==> src/rtl/mem_stage.sv <==
// Load/store stage between execute and register-file write port rd2; runs one op at a time on a req/ack bus.
// Latency: accept at edge N, bus request visible after N; ack at edge N+1 gives rd2 write-back for one cycle.
// Backpressure: in_ready is low for the whole bus transaction; mem_req is held until mem_ack or TIMEOUT expiry.
//
// Parameters: TIMEOUT - cycles mem_req may stay unacknowledged before the op is aborted (>= 2).
// Build option: define MEM_STAGE_MISALIGN_TRAP_EN to reject misaligned half/word accesses with bus_err;
//               when undefined, misaligned half/word addresses are force-aligned and proceed normally.
// Ports:
//   clk, rst            clock, asynchronous active-high reset
//   in_valid/in_ready   op handshake from execute; in_store, in_funct3, in_addr, in_wdata, in_rd describe the op
//   mem_req/mem_ack     bus handshake; mem_we, mem_addr (word aligned), mem_be, mem_wdata, mem_rdata
//   rd2_addr/rd2_data   one-cycle load write-back (rd2_addr = 0 means no write)
//   bus_err             one-cycle pulse on timeout or illegal/rejected op
module mem_stage #(
    parameter int TIMEOUT = 16
) (
    input  logic        clk,
    input  logic        rst,
    input  logic        in_valid,
    output logic        in_ready,
    input  logic        in_store,
    input  logic [2:0]  in_funct3,
    input  logic [31:0] in_addr,
    input  logic [31:0] in_wdata,
    input  logic [4:0]  in_rd,
    output logic        mem_req,
    output logic        mem_we,
    output logic [31:0] mem_addr,
    output logic [3:0]  mem_be,
    output logic [31:0] mem_wdata,
    input  logic        mem_ack,
    input  logic [31:0] mem_rdata,
    output logic [4:0]  rd2_addr,
    output logic [31:0] rd2_data,
    output logic        bus_err
);

    localparam int CW = $clog2(TIMEOUT + 1);

    typedef enum logic {IDLE, BUS} state_t;

    state_t        state_q;
    logic [CW-1:0] cnt_q;
    logic          store_q;
    logic          uns_q;
    logic [1:0]    size_q;
    logic [1:0]    lane_q;
    logic [4:0]    rd_q;
    logic          mem_req_q;
    logic          mem_we_q;
    logic [31:0]   mem_addr_q;
    logic [3:0]    mem_be_q;
    logic [31:0]   mem_wdata_q;
    logic [4:0]    rd2_addr_q;
    logic [31:0]   rd2_data_q;
    logic          bus_err_q;

    // Decode of the op presented by execute
    logic [1:0]  size_d;
    logic        legal_d;
    logic        ok_d;
    logic [1:0]  lane_d;
    logic [3:0]  be_d;
    logic [31:0] wdata_d;
    logic [31:0] shifted_d;
    logic [31:0] load_d;

    assign size_d = in_funct3[1:0];

    // Stores only have 000/001/010; loads additionally have the unsigned 100/101 forms
    assign legal_d = in_store ? (!in_funct3[2] && size_d != 2'b11)
                              : (size_d != 2'b11 && !(in_funct3[2] && size_d == 2'b10));

`ifdef MEM_STAGE_MISALIGN_TRAP_EN
    logic misal_d;
    assign misal_d = (size_d == 2'b01 && in_addr[0]) || (size_d == 2'b10 && in_addr[1:0] != 2'b00);
    assign ok_d    = legal_d && !misal_d;
`else
    assign ok_d    = legal_d;
`endif

    // Lane is force-aligned to the access size; in the trap build only aligned ops get here anyway
    always_comb begin
        lane_d  = in_addr[1:0];
        be_d    = 4'b1111;
        wdata_d = in_wdata;
        case (size_d)
            2'b00: begin
                be_d    = 4'b0001 << in_addr[1:0];
                wdata_d = {4{in_wdata[7:0]}};
            end
            2'b01: begin
                lane_d  = {in_addr[1], 1'b0};
                be_d    = 4'b0011 << {in_addr[1], 1'b0};
                wdata_d = {2{in_wdata[15:0]}};
            end
            default: begin
                lane_d  = 2'b00;
                be_d    = 4'b1111;
                wdata_d = in_wdata;
            end
        endcase
    end

    // Load data alignment and extension from the latched lane/size
    assign shifted_d = mem_rdata >> {lane_q, 3'b000};

    always_comb begin
        load_d = shifted_d;
        case (size_q)
            2'b00:   load_d = {{24{!uns_q && shifted_d[7]}}, shifted_d[7:0]};
            2'b01:   load_d = {{16{!uns_q && shifted_d[15]}}, shifted_d[15:0]};
            default: load_d = shifted_d;
        endcase
    end

    always_ff @(posedge clk or posedge rst) begin
        if (rst) begin
            state_q     <= IDLE;
            cnt_q       <= '0;
            store_q     <= 1'b0;
            uns_q       <= 1'b0;
            size_q      <= 2'b00;
            lane_q      <= 2'b00;
            rd_q        <= 5'd0;
            mem_req_q   <= 1'b0;
            mem_we_q    <= 1'b0;
            mem_addr_q  <= 32'd0;
            mem_be_q    <= 4'd0;
            mem_wdata_q <= 32'd0;
            rd2_addr_q  <= 5'd0;
            rd2_data_q  <= 32'd0;
            bus_err_q   <= 1'b0;
        end else begin
            // Pulse outputs default low every cycle
            bus_err_q  <= 1'b0;
            rd2_addr_q <= 5'd0;
            case (state_q)
                IDLE: begin
                    if (in_valid) begin
                        if (ok_d) begin
                            state_q     <= BUS;
                            cnt_q       <= '0;
                            store_q     <= in_store;
                            uns_q       <= in_funct3[2];
                            size_q      <= size_d;
                            lane_q      <= lane_d;
                            rd_q        <= in_rd;
                            mem_req_q   <= 1'b1;
                            mem_we_q    <= in_store;
                            mem_addr_q  <= {in_addr[31:2], 2'b00};
                            mem_be_q    <= be_d;
                            mem_wdata_q <= in_store ? wdata_d : 32'd0;
                        end else begin
                            bus_err_q <= 1'b1;
                        end
                    end
                end
                BUS: begin
                    // An ack on the last allowed cycle still completes the op
                    if (mem_ack) begin
                        state_q   <= IDLE;
                        mem_req_q <= 1'b0;
                        mem_we_q  <= 1'b0;
                        mem_be_q  <= 4'd0;
                        if (!store_q) begin
                            rd2_addr_q <= rd_q;
                            rd2_data_q <= load_d;
                        end
                    end else if (cnt_q == CW'(TIMEOUT - 1)) begin
                        state_q   <= IDLE;
                        mem_req_q <= 1'b0;
                        mem_we_q  <= 1'b0;
                        mem_be_q  <= 4'd0;
                        bus_err_q <= 1'b1;
                    end else begin
                        cnt_q <= cnt_q + 1'b1;
                    end
                end
            endcase
        end
    end

    assign in_ready  = (state_q == IDLE);
    assign mem_req   = mem_req_q;
    assign mem_we    = mem_we_q;
    assign mem_addr  = mem_addr_q;
    assign mem_be    = mem_be_q;
    assign mem_wdata = mem_wdata_q;
    assign rd2_addr  = rd2_addr_q;
    assign rd2_data  = rd2_data_q;
    assign bus_err   = bus_err_q;

endmodule
==> config.mk <==
export PLATFORM = sky130hd
export DESIGN_NAME = mem_stage
export DESIGN_NICKNAME = d
export VERILOG_FILES = /design/src/rtl/mem_stage.sv
export SDC_FILE = /design/constraint.sdc
export NUM_CORES = 1
export LEC_CHECK = 0
export CAP_MARGIN = 20
export CORE_MARGIN = 1.5
export CORE_UTILIZATION = 55
export CTS_CLUSTER_DIAMETER = 30
export DETAILED_ROUTE_END_ITERATION = 6
export DONT_BUFFER_PORTS = 1
export PLACE_DENSITY = 0.74
export SKIP_LAST_GASP = 1
export SLEW_MARGIN = 20
export SYNTH_ARGS = -nofsm -noshare
export SYNTH_HDL_FRONTEND = slang
export SYNTH_SLANG_ARGS = --single-unit
==> constraint.sdc <==
create_clock -name clk -period 4.25 [get_ports clk]
set_input_delay 0 -clock clk [delete_from_list [all_inputs] [get_ports clk]]
set_output_delay 0 -clock clk [all_outputs]
set_load 0.005 [all_outputs]
==> run_results.csv <==
group,metric,value,unit
run_status,outcome,"completed",
global_routing,grt_pass1_wl,26800,µm
clock_network,cts-root-buf,"clkbuf_8",
logic_synthesis,yosys.area.top_type_share,53.0,%
place,dpl.hpwl,9550,µm
global_routing,grt_use_met3,10.3,%
drt,initialDrtViolationCount,374,
sta,fmax,0.339,GHz
worst_setup_path,path_max_fanout,53,
floorplanning,ios,218,
sta,setup_viol,0,
flow_run,cap_viol_max_count,0,
global_routing,grt_pass1_vias,5250,
global_routing,grt_usage,31.0,%
hold_path,whs_endpoint,"rd2_data[30]$_DFFE_PP0P_",
global_routing,grt-busiest-layer,"met2",
final_layout,syn_to_final_growth,32.6,%
worst_setup_path,slowest_stage,"and4_2",
floorplanning,initial_core_util,56.5,%
clock_network,cts_hold_buf,130,
logic_synthesis,ys_top_cells_by_area,"dfrtp_1 53%, nand2_1 14%, mux2_2 4.5%",
pwr,power_frac_clock,35.2,%
sta,tightestPinTransition,1.07,ns
pwr,p_leak,3.61,nW
sta,slew_headroom,28.9,%
worst_setup_path,critical_path_class,"input pin to flop",
worst_setup_path,crit_chain,"dlygate4sd3_1 -> o21ai_1 -> and4_2 -> buf_4 -> nand3_1 -> dlygate4sd3_1 -> nand2_1",
pwr,p_int,2.69,mW
drt,drtPass1Iterations,5,
worst_setup_path,critPathLaunchType,"input pin",
sta,setup_slack,1.30,ns
logic_synthesis,synth.distinct_cells,49,
sta,fin_tns_setup,0,ns
pwr,p_sw,1.29,mW
final_layout,drive_above_1_share,11.8,%
hold_path,min_path_cells,5,
pwr,comb_power_share,19.6,%
global_routing,antenna_found_initial,1,
worst_setup_path,r2r.worst_path.cells,6,
floorplanning,rows,37,
logic_synthesis,netlist_top_cells_count,"210 x nand2_1, 123 x dfrtp_1, 40 x nor2_1",
logic_synthesis,synth.largest_area_cell,"dfrtp_1",
hold_path,min_from,"mem_ack",
sta,clock_skew,0.00716,ns
worst_setup_path,cpMostUsedCell,"dlygate4sd3_1",
drt,drc,0,
logic_synthesis,synth-seq-cells,123,
floorplanning,die_x,106,µm
sta,hold_viol,0,
hold_path,hp-class,"input pin to flop",
worst_setup_path,reg2reg_to,"rd2_data[0]$_DFFE_PP0P_",
place,dp.cells,730,
global_routing,grt_start_max_net_pins,87,
final_layout,final_cells,894,
logic_synthesis,synthArstFlopShare,100,%
floorplanning,die-height,106,µm
final_layout,nets,855,
worst_setup_path,cp_data_required_time,4.70,ns
worst_setup_path,rr_startpoint,"lane_q[0]$_DFFE_PP0P_",
worst_setup_path,cpPeakStageDelay,0.99,ns
clock_network,clock_sinks,123,
logic_synthesis,yosys.cell_count.top_type,"nand2_1",
clock_network,cts_resized,0,
drt,viasPerCell,5.68,
sta,rsz0062_at_grt,"false",
worst_setup_path,end_kind,"flop",
clock_network,clock_latency,0.51,ns
pwr,power_frac_seq,45.3,%
sta,maxSlewViolCount,0,
clock_network,clock_path_buffers,2,
logic_synthesis,netlist_instances,634,
worst_setup_path,reg2reg_slack,1.49,ns
worst_setup_path,worstPathArrival,3.40,ns
pwr,switching_share,32.5,%
drt,antenna_left,0,
global_routing,met2_usage,51.9,%
logic_synthesis,synth_area_per_cell,9.16,µm²
place,post-place-ws,1.75,ns
pwr,total_power,3.99,mW
final_layout,final_core_util,74.9,%
pwr,power_per_cell_area,518,nW/µm²
clock_network,htreeDepth,4,
pwr,peakVddDrop,0.305,mV
drt,route.vias.total,5079,
place,gp_congestion,0.904,
logic_synthesis,netlist_area,5810,µm²
floorplanning,dieArea,11200,µm²
drt,wl,16900,µm
sta,layout_min_cycle_time,2.95,ns
logic_synthesis,ys_seq_area_share,53.0,%
logic_synthesis,synth_ff_type,"dfrtp_1",
logic_synthesis,synth-edff-count,0,
sta,fin_crit_sh,69.3,%
drt,wl_per_cell,18.9,µm
floorplanning,core,10300,µm²
clock_network,cts_made_buffers,17,
clock_network,postCtsSetupBuffers,0,
clock_network,path_clk_slew,0.06,ns
clock_network,cts_tree,"built",
global_routing,gr-total-overflow,0,
place,port_buffers,0,
global_routing,met1_usage,35.7,%
logic_synthesis,yosysWarnings,0,
critical path: cells and delay by family:
family	cells	cell delay [ns]
AND/OR/NAND/NOR	3	1.16
buffers and inverters	3	1.80
AO/OA/AOI/OAI	1	0.41
cell type report:
class	instances	area [µm²]
multi-input cells	464	2510
clock buffers	17	414
repair buffers	135	1350
well taps	136	170
flip-flops and latches	123	3080
inverters	3	16.3
diodes	1	2.50
fillers	672	2580
clock inverters	15	164
state kept, by name (all words and copies together) (netlist names):
name and count:
bus_err 1, cnt_q 5, lane_q 2, mem_addr 30, mem_be 4, mem_req 1, mem_wdata 32, mem_we 1
rd2_addr 5, rd2_data 32, rd_q 5, size_q 2, state_q 1, store_q 1, uns_q 1
kinds of logic after synthesis:
kind of cell,synth area share [%]
flops,53.0
buf+inv,4.07
simple gates,22.9
xor+xnor,0.151
fa+ha+maj,0.431
other cells,0.0646
compound gates,10.2
mux,9.22
stage by stage:
step	hold slack [ns]	area (µm²)
6_report	0.0319	7700
5_1_grt	0.0572	7700
4_1_cts	0.0150	7690
3_5_place_dp	0.111	5800
3_3_place_gp	0.106	5790
2_1_floorplan	0.105	5810
worst max path at each step:
stage | from | endpoint | slack, ns | depth (start not counted)
floorplan | rst | bus_err$_DFF_PP0_ | 0.98 | 1
global placement | lane_q[1]$_DFFE_PP0P_ | rd2_data[27]$_DFFE_PP0P_ | 1.56 | 4
detailed placement | lane_q[1]$_DFFE_PP0P_ | rd2_data[26]$_DFFE_PP0P_ | 1.75 | 4
CTS | lane_q[0]$_DFFE_PP0P_ | rd2_data[6]$_DFFE_PP0P_ | 1.27 | 6
global route | in_funct3[0] | mem_wdata[31]$_DFFE_PP0P_ | 1.15 | 7
finish | in_funct3[0] | mem_wdata[31]$_DFFE_PP0P_ | 1.30 | 7
placed cells by master, fill, tap and decap left out, types with 4 or more instances in the layout:
cell	synthesis	routed
dlygate4sd3_1	0	129
nand3_1	34	34
nand2_1	210	210
dfrtp_1	123	122
nor2_1	40	39
a21oi_2	18	18
clkinvlp_4	0	4
clkbuf_16	0	16
a32o_1	4	4
buf_4	5	4
and2_1	11	11
a21oi_1	30	30
mux2i_1	25	25
mux2_2	23	23
o21ai_0	29	29
inv_6	0	6
routing by layer:
| layer | vias up | wire, µm |
|---|---|---|
| met5 | - | 0 |
| met3 | 58 | 1490 |
| li1 | 2322 | - |
| met1 | 2426 | 6370 |
| met2 | 273 | 8470 |
| met4 | 0 | 606 |
power groups by stage:
stage | Sequential [mW] | Combinational (mW) | Clock (mW)
after floorplan | 1.70 | 0.548 | 0
after global placement | 1.80 | 0.564 | 0
after detailed placement | 1.81 | 0.604 | 0
after CTS | 1.79 | 0.752 | 1.42
after global routing | 1.84 | 0.872 | 1.48
final | 1.80 | 0.780 | 1.40
Note: power is estimated with default switching activity, not from simulation.
